`config.mk`:
```
export PLATFORM = sky130hd
export DESIGN_NAME = hdmi_fmt_ctrl
export DESIGN_NICKNAME = d
export VERILOG_FILES = /design/src/rtl/hdmi_ctrl_pkg.sv /design/src/rtl/hdmi_sync_deb.sv /design/src/rtl/hdmi_fmt_ctrl.sv
export SDC_FILE = /design/constraint.sdc
export NUM_CORES = 1
export LEC_CHECK = 0
export ABC_AREA = 1
export BUFFER_PORTS_ARGS = -buffer_cell sky130_fd_sc_hd__clkbuf_2
export CAP_MARGIN = 20
export CORE_AREA = 2 2 94 96
export CTS_BUF_LIST = sky130_fd_sc_hd__clkbuf_4 sky130_fd_sc_hd__clkbuf_8
export DETAILED_ROUTE_END_ITERATION = 7
export DIE_AREA = 0 0 96 98
export GPL_TIMING_DRIVEN = 0
export PLACE_DENSITY = 0.4
export SYNTH_ARGS = -nofsm -noshare
export SYNTH_HDL_FRONTEND = slang
export SYNTH_HIERARCHICAL = 1
export SYNTH_SLANG_ARGS = --single-unit
export TNS_END_PERCENT = 30
```
`constraint.sdc`:
```
create_clock -name clk -period 3.65 [get_ports clk]
set_clock_uncertainty 0.2 [all_clocks]
set_input_delay 0.73 -clock clk [delete_from_list [all_inputs] [get_ports clk]]
set_output_delay 0.73 -clock clk [all_outputs]
set_load 0.01 [all_outputs]
```
`src/rtl/hdmi_ctrl_pkg.sv`:
```
// Shared types and helpers for the HDMI output-path sequencer.
package hdmi_ctrl_pkg;

    localparam int unsigned FmtW = 3;

    typedef logic [FmtW-1:0] fmt_t;

    typedef enum logic [2:0] {
        StOff,
        StRst,
        StMute,
        StRun,
        StDrain
    } state_e;

    function automatic logic fmt_valid(input fmt_t code, input fmt_t max);
        return code <= max;
    endfunction

endpackage

```
`src/rtl/hdmi_sync_deb.sv`:
```
// Two-flop synchronizer with optional stability filter; DEB=0 bypasses the filter.
module hdmi_sync_deb #(
    parameter int unsigned DEB     = 0,
    parameter logic        RST_VAL = 1'b0
) (
    input  logic clk,
    input  logic rst_n,
    input  logic d_i,
    output logic q_o
);

    logic [1:0] sync_q;

    always_ff @(posedge clk or negedge rst_n) begin
        if (!rst_n) begin
            sync_q <= {2{RST_VAL}};
        end else begin
            sync_q <= {sync_q[0], d_i};
        end
    end

    if (DEB == 0) begin : g_nodeb
        assign q_o = sync_q[1];
    end else begin : g_deb
        localparam int unsigned CntW = (DEB > 1) ? $clog2(DEB) : 1;

        logic [CntW-1:0] cnt_q, cnt_d;
        logic            deb_q, deb_d;

        // Count consecutive samples that disagree with the accepted level.
        always_comb begin
            cnt_d = '0;
            deb_d = deb_q;
            if (sync_q[1] != deb_q) begin
                if (cnt_q == CntW'(DEB - 1)) begin
                    deb_d = sync_q[1];
                end else begin
                    cnt_d = cnt_q + CntW'(1);
                end
            end
        end

        always_ff @(posedge clk or negedge rst_n) begin
            if (!rst_n) begin
                cnt_q <= '0;
                deb_q <= RST_VAL;
            end else begin
                cnt_q <= cnt_d;
                deb_q <= deb_d;
            end
        end

        assign q_o = deb_q;
    end

endmodule

```
`src/rtl/hdmi_fmt_ctrl.sv`:
```
// Sequences timing generator, pattern generator and serializer reset through
// power-up, hot-plug and frame-aligned video-format changes.
module hdmi_fmt_ctrl
    import hdmi_ctrl_pkg::*;
#(
    parameter int unsigned DEF_FMT     = 0,
    parameter int unsigned FMT_MAX     = 4,
    parameter int unsigned RST_CYC     = 16,
    parameter int unsigned MUTE_FRAMES = 2,
    parameter int unsigned HPD_DEB     = 1024
) (
    input  logic            clk,
    input  logic            rst_n,
    input  logic [FmtW-1:0] fmt_req,
    input  logic            pll_locked,
    input  logic            hpd,
    input  logic            vtg_vblank,
    output logic [FmtW-1:0] fmt_def,
    output logic            gen_ce,
    output logic            tx_rst_n,
    output logic            mute,
    output logic            busy,
    output logic            fmt_err,
    output logic            switch_done
);

    localparam fmt_t FmtMax = fmt_t'(FMT_MAX);
    localparam fmt_t FmtDef = fmt_t'(DEF_FMT);

    logic lock_s, hpd_ok;

    hdmi_sync_deb #(
        .DEB     (0),
        .RST_VAL (1'b0)
    ) u_lock_sync (
        .clk   (clk),
        .rst_n (rst_n),
        .d_i   (pll_locked),
        .q_o   (lock_s)
    );

    hdmi_sync_deb #(
        .DEB     (HPD_DEB),
        .RST_VAL (1'b0)
    ) u_hpd_deb (
        .clk   (clk),
        .rst_n (rst_n),
        .d_i   (hpd),
        .q_o   (hpd_ok)
    );

    // Format request: synchronize, then accept only a value seen twice in a row.
    fmt_t req_s1_q, req_s2_q, pend_q;
    logic fmt_err_q;

    always_ff @(posedge clk or negedge rst_n) begin
        if (!rst_n) begin
            req_s1_q  <= FmtDef;
            req_s2_q  <= FmtDef;
            pend_q    <= FmtDef;
            fmt_err_q <= 1'b0;
        end else begin
            req_s1_q <= fmt_req;
            req_s2_q <= req_s1_q;
            if (req_s1_q == req_s2_q) begin
                pend_q    <= req_s2_q;
                fmt_err_q <= !fmt_valid(req_s2_q, FmtMax);
            end
        end
    end

    state_e     state_q, state_d;
    logic [7:0] cnt_q, cnt_d;
    logic       vblank_q;
    fmt_t       fmt_def_q;
    logic       gen_ce_q, tx_rst_n_q, mute_q, busy_q, done_q;

    logic vb_rise, link_up, pend_new;

    assign vb_rise  = vtg_vblank & ~vblank_q;
    assign link_up  = lock_s & hpd_ok;
    assign pend_new = fmt_valid(pend_q, FmtMax) && (pend_q != fmt_def_q);

    always_comb begin
        state_d = state_q;
        cnt_d   = cnt_q;
        case (state_q)
            StOff: begin
                if (link_up) state_d = StRst;
            end
            StRst: begin
                if (cnt_q == 8'(RST_CYC - 1)) state_d = StMute;
                else cnt_d = cnt_q + 8'd1;
            end
            StMute: begin
                if (pend_new) begin
                    state_d = StRst;
                end else if (vb_rise) begin
                    if (cnt_q == 8'(MUTE_FRAMES - 1)) state_d = StRun;
                    else cnt_d = cnt_q + 8'd1;
                end
            end
            StRun: begin
                if (pend_new) state_d = StDrain;
            end
            StDrain: begin
                if (vb_rise) state_d = StRst;
            end
            default: state_d = StOff;
        endcase
        // Losing the link wins over every frame-aligned transition.
        if (!link_up) state_d = StOff;
        if (state_d != state_q) cnt_d = '0;
    end

    // Outputs are decoded from the next state so they move with the state register.
    always_ff @(posedge clk or negedge rst_n) begin
        if (!rst_n) begin
            state_q    <= StOff;
            cnt_q      <= '0;
            vblank_q   <= 1'b0;
            fmt_def_q  <= FmtDef;
            gen_ce_q   <= 1'b0;
            tx_rst_n_q <= 1'b0;
            mute_q     <= 1'b1;
            busy_q     <= 1'b1;
            done_q     <= 1'b0;
        end else begin
            state_q  <= state_d;
            cnt_q    <= cnt_d;
            vblank_q <= vtg_vblank;
            if (state_d == StRst && state_q != StRst && fmt_valid(pend_q, FmtMax)) begin
                fmt_def_q <= pend_q;
            end
            gen_ce_q   <= state_d inside {StMute, StRun, StDrain};
            tx_rst_n_q <= state_d inside {StMute, StRun, StDrain};
            mute_q     <= state_d != StRun;
            busy_q     <= state_d != StRun;
            done_q     <= (state_d == StRun) && (state_q != StRun);
        end
    end

    assign fmt_def     = fmt_def_q;
    assign gen_ce      = gen_ce_q;
    assign tx_rst_n    = tx_rst_n_q;
    assign mute        = mute_q;
    assign busy        = busy_q;
    assign fmt_err     = fmt_err_q;
    assign switch_done = done_q;

endmodule

```
==> results.py <==
metrics = {
    "run_status": {
        "run_status": "completed",
    },
    "cts": {
        "tritoncts": "built",
        "tritoncts_buffer_count": 5,
        "cts-root-buf": "sky130_fd_sc_hd__clkbuf_8",
        "clk_pin_slew_ps": 90,
        "cts_resizes": 0,
        "cts_h_tree_depth": 2,
        "max-clock-path-buffers": 2,
        "quantity_of_hold_fixing_buffers_added_after_cts": 0,
        "numClockSinks": 43,
        "postCtsSetupBuffers": 0,
        "clock_latency_ps": 300,
    },
    "pwr": {
        "pwr_density_cell_nw_per_um2": 406,
        "power.leakage_uw": 0.00116,
        "vdd.ir_drop.worst_v": 0.000158,
        "power.total_uw": 983,
    },
    "synth": {
        "syn_avg_cell_area_um2": 8.73,
        "ys_warn_count": 6,
        "synth.net_count": 248,
        "synth.top_cells.by_count": "60 x sky130_fd_sc_hd__nand2_1, 42 x sky130_fd_sc_hd__dfrtp_1, 31 x sky130_fd_sc_hd__nor2_1",
        "combined_area_of_all_synthesized_cells_um2": 2070,
        "asyncSetResetFlopFracSynth_pct": 100,
        "count_of_cell_types_in_the_netlist": 26,
        "synth_enable_flop_cells": 0,
        "count_leader_synth": "sky130_fd_sc_hd__nand2_1",
        "synth_largest_type_area_fraction_pct": 50.8,
        "synth.top_cells.by_area": "sky130_fd_sc_hd__dfrtp_1 51%, sky130_fd_sc_hd__nand2_1 11%, sky130_fd_sc_hd__nor2_1 5.6%, sky130_fd_sc_hd__inv_1 5.3%, sky130_fd_sc_hd__xor2_1 4.7%",
        "synth-seq-cells": 43,
        "synth_top_area_cell": "sky130_fd_sc_hd__dfrtp_1",
        "seq_area_frac_synth_pct": 52.1,
        "yosys_most_used_dff": "sky130_fd_sc_hd__dfrtp_1",
        "netlist_instances": 237,
    },
    "finish": {
        "layout-area-overhead-vs-synth_pct": 17.0,
        "final_nets": 272,
        "post_route_cells_drive_above_1_share_pct": 19.8,
        "n_antenna_cell": 0,
        "fillers": 887,
    },
    "detailed_routing": {
        "antenna_violating_nets_post_route": 0,
        "detail_route.first_pass.iterations": 4,
        "detail_route.drc_violations": 0,
        "via_count": 1435,
        "routed_wire_length_per_instance_um": 9.83,
        "routed_metal_1_wirelength_um": 1840,
        "drt_iter0_markers": 31,
        "routed_wirelength_um": 3640,
        "met3WireLength_um": 126,
        "met2_wirelength_um": 1620,
        "uppermost_metal_layer_occupied_by_signal_nets": "met4",
        "avgViaCountPerCell": 3.88,
    },
    "global_route": {
        "gr_overflow_total": 0,
        "globalRouteTotalUtil_pct": 9.09,
        "pin_count_of_the_biggest_net_entering_global_routing": 29,
        "grt_pass1_vias": 1458,
        "grt_antenna_before_repair": 0,
        "grt_first_pass_wirelength_um": 6720,
    },
    "floorplanning": {
        "die_y_um": 98,
        "floorplan.die_area_um2": 9410,
        "rows": 34,
        "floorplan.initialDensity_pct": 24.4,
        "design.portCount": 17,
        "fp.dieW_um": 96,
        "placeableCoreArea_um2": 8470,
    },
    "critical_path": {
        "worst_setup_path_start_kind": "flip-flop",
        "critical_path.endpoint_type": "flip-flop",
        "crit_type": "reg2reg",
        "worst_ep_arrival_time_ps": 2000,
        "timing.critical_path.required_ps": 3680,
        "worstPathMaxFanout": 8,
    },
    "sta": {
        "max_slew_violation_count": 0,
        "timing.setup.tns_ps": 0,
        "post-route-period-util_pct": 54.1,
        "worst_slew_margin_rel_pct": 69.7,
        "max_freq_ghz": 0.506,
        "setup_viol": 0,
        "tightestPinTransition_ps": 449,
        "rsz_0062_raised_after_global_routing": "no",
        "final.min_clock_period_ps": 1970,
        "final_hold_viol_count": 0,
    },
    "place": {
        "placement.io_buffers": 16,
        "gp_congestion": 0.739,
        "dp_hpwl_um": 2720,
    },
    "hold_path": {
        "timing.hold.worst.class": "in2async",
    },
    "job": {
        "max_cap_viol_count": 0,
    },
}
## cells by family after synthesis
group	synth area share, %
buffers and inverters	6.17
adders and majority gates	1.81
xor gates and xnor gates	7.13
AOI/OAI and AO/OA	4.41
and+or+nand+nor	28.4
DFF	52.1
## worst max-delay path: stages (launching register included)
cell	delay, ps
sky130_fd_sc_hd__dfrtp_1	380
sky130_fd_sc_hd__ha_1	180
sky130_fd_sc_hd__nand3_1	180
sky130_fd_sc_hd__o21ai_2	230
sky130_fd_sc_hd__nand2_1	60
sky130_fd_sc_hd__a21oi_1	110
sky130_fd_sc_hd__nand2_1	110
sky130_fd_sc_hd__nand2_1	100
sky130_fd_sc_hd__nand2_1	60
sky130_fd_sc_hd__nand2_1	70
sky130_fd_sc_hd__nand2_2	120
sky130_fd_sc_hd__nor2_1	110
## per-layer routing
metal	up-vias	GRT usage [%]
met4	0	3.41
met2	17	13.9
met5	-	0
met3	2	2.70
li1	770	-
met1	646	12.0
## worst paths after layout
path	startpoint	to	slack, ps	depth (start not counted)
setup reg to reg	cnt_q[0]	cnt_q[4]	1680	11
hold / removal	rst_n	u_hpd_deb/g_deb.cnt_q[9]	160	1
setup / recovery	cnt_q[0]	cnt_q[4]	1680	11
hold reg to reg	u_hpd_deb/sync_q[0]	u_hpd_deb/sync_q[1]	160	0
min in group clk	u_hpd_deb/sync_q[0]	u_hpd_deb/sync_q[1]	160	0
max in group asynchronous	rst_n	fmt_def[2]	2590	2
## placed cells by master (no fill, tap or decap), types with 3 or more instances in the layout
cell	Yosys	final
sky130_fd_sc_hd__nand2_1	60	60
sky130_fd_sc_hd__dfrtp_1	42	42
sky130_fd_sc_hd__nor2_1	31	31
sky130_fd_sc_hd__inv_1	29	29
sky130_fd_sc_hd__clkbuf_2	0	16
sky130_fd_sc_hd__nand3_1	13	13
sky130_fd_sc_hd__xor2_1	11	11
sky130_fd_sc_hd__o21ai_0	10	10
sky130_fd_sc_hd__nand2_2	8	8
sky130_fd_sc_hd__clkbuf_8	0	5
sky130_fd_sc_hd__xnor2_1	4	4
sky130_fd_sc_hd__nor2_2	4	4
sky130_fd_sc_hd__ha_1	3	3
sky130_fd_sc_hd__nor2_4	3	3
## power breakdown
group / switching [uW] / internal [uW]
Combinational: 53.0 / 29.3
Clock: 181 / 208
Sequential: 15.5 / 497
Total: 249 / 734
## per-stage QoR
stage | hold WS, ps | instances | util, % | instance area (um2) | worst slack, ps
floorplan | 131 | 237 | - | 2070 | 1730
global placement | 139 | 361 | 27.0 | 2280 | 1360
detailed placement | 135 | 362 | 27.2 | 2300 | 1340
CTS | 159 | 370 | 28.6 | 2420 | 1630
global route | 164 | 370 | 28.6 | 2420 | 1460
finish | 157 | 370 | 28.6 | 2420 | 1680
## area by class of cell
type	count	area [um2]	area share [%]
Buffer	2	15.0	0.620
Multi-Input combinational cell	162	865	35.7
Tap cell	108	135	5.58
Clock buffer	5	68.8	2.84
Inverter	30	113	4.65
Clock inverter	3	47.5	1.96
Sequential cell	43	1080	44.5
Timing Repair Buffer	17	100	4.13
## flip-flops by register name, indices dropped and copies added, names as in the netlist
signal / flops
req_s1_q: 3
switch_done: 1
vblank_q: 1
u_lock_sync/sync_q: 2
tx_rst_n: 1
fmt_err: 1
req_s2_q: 3
cnt_q: 8
busy: 1
u_hpd_deb/q_o: 1
pend_q: 3
state_q: 3
u_hpd_deb/sync_q: 2
fmt_def: 3
u_hpd_deb/g_deb.cnt_q: 10
Note: power is estimated with default switching activity, not from simulation.
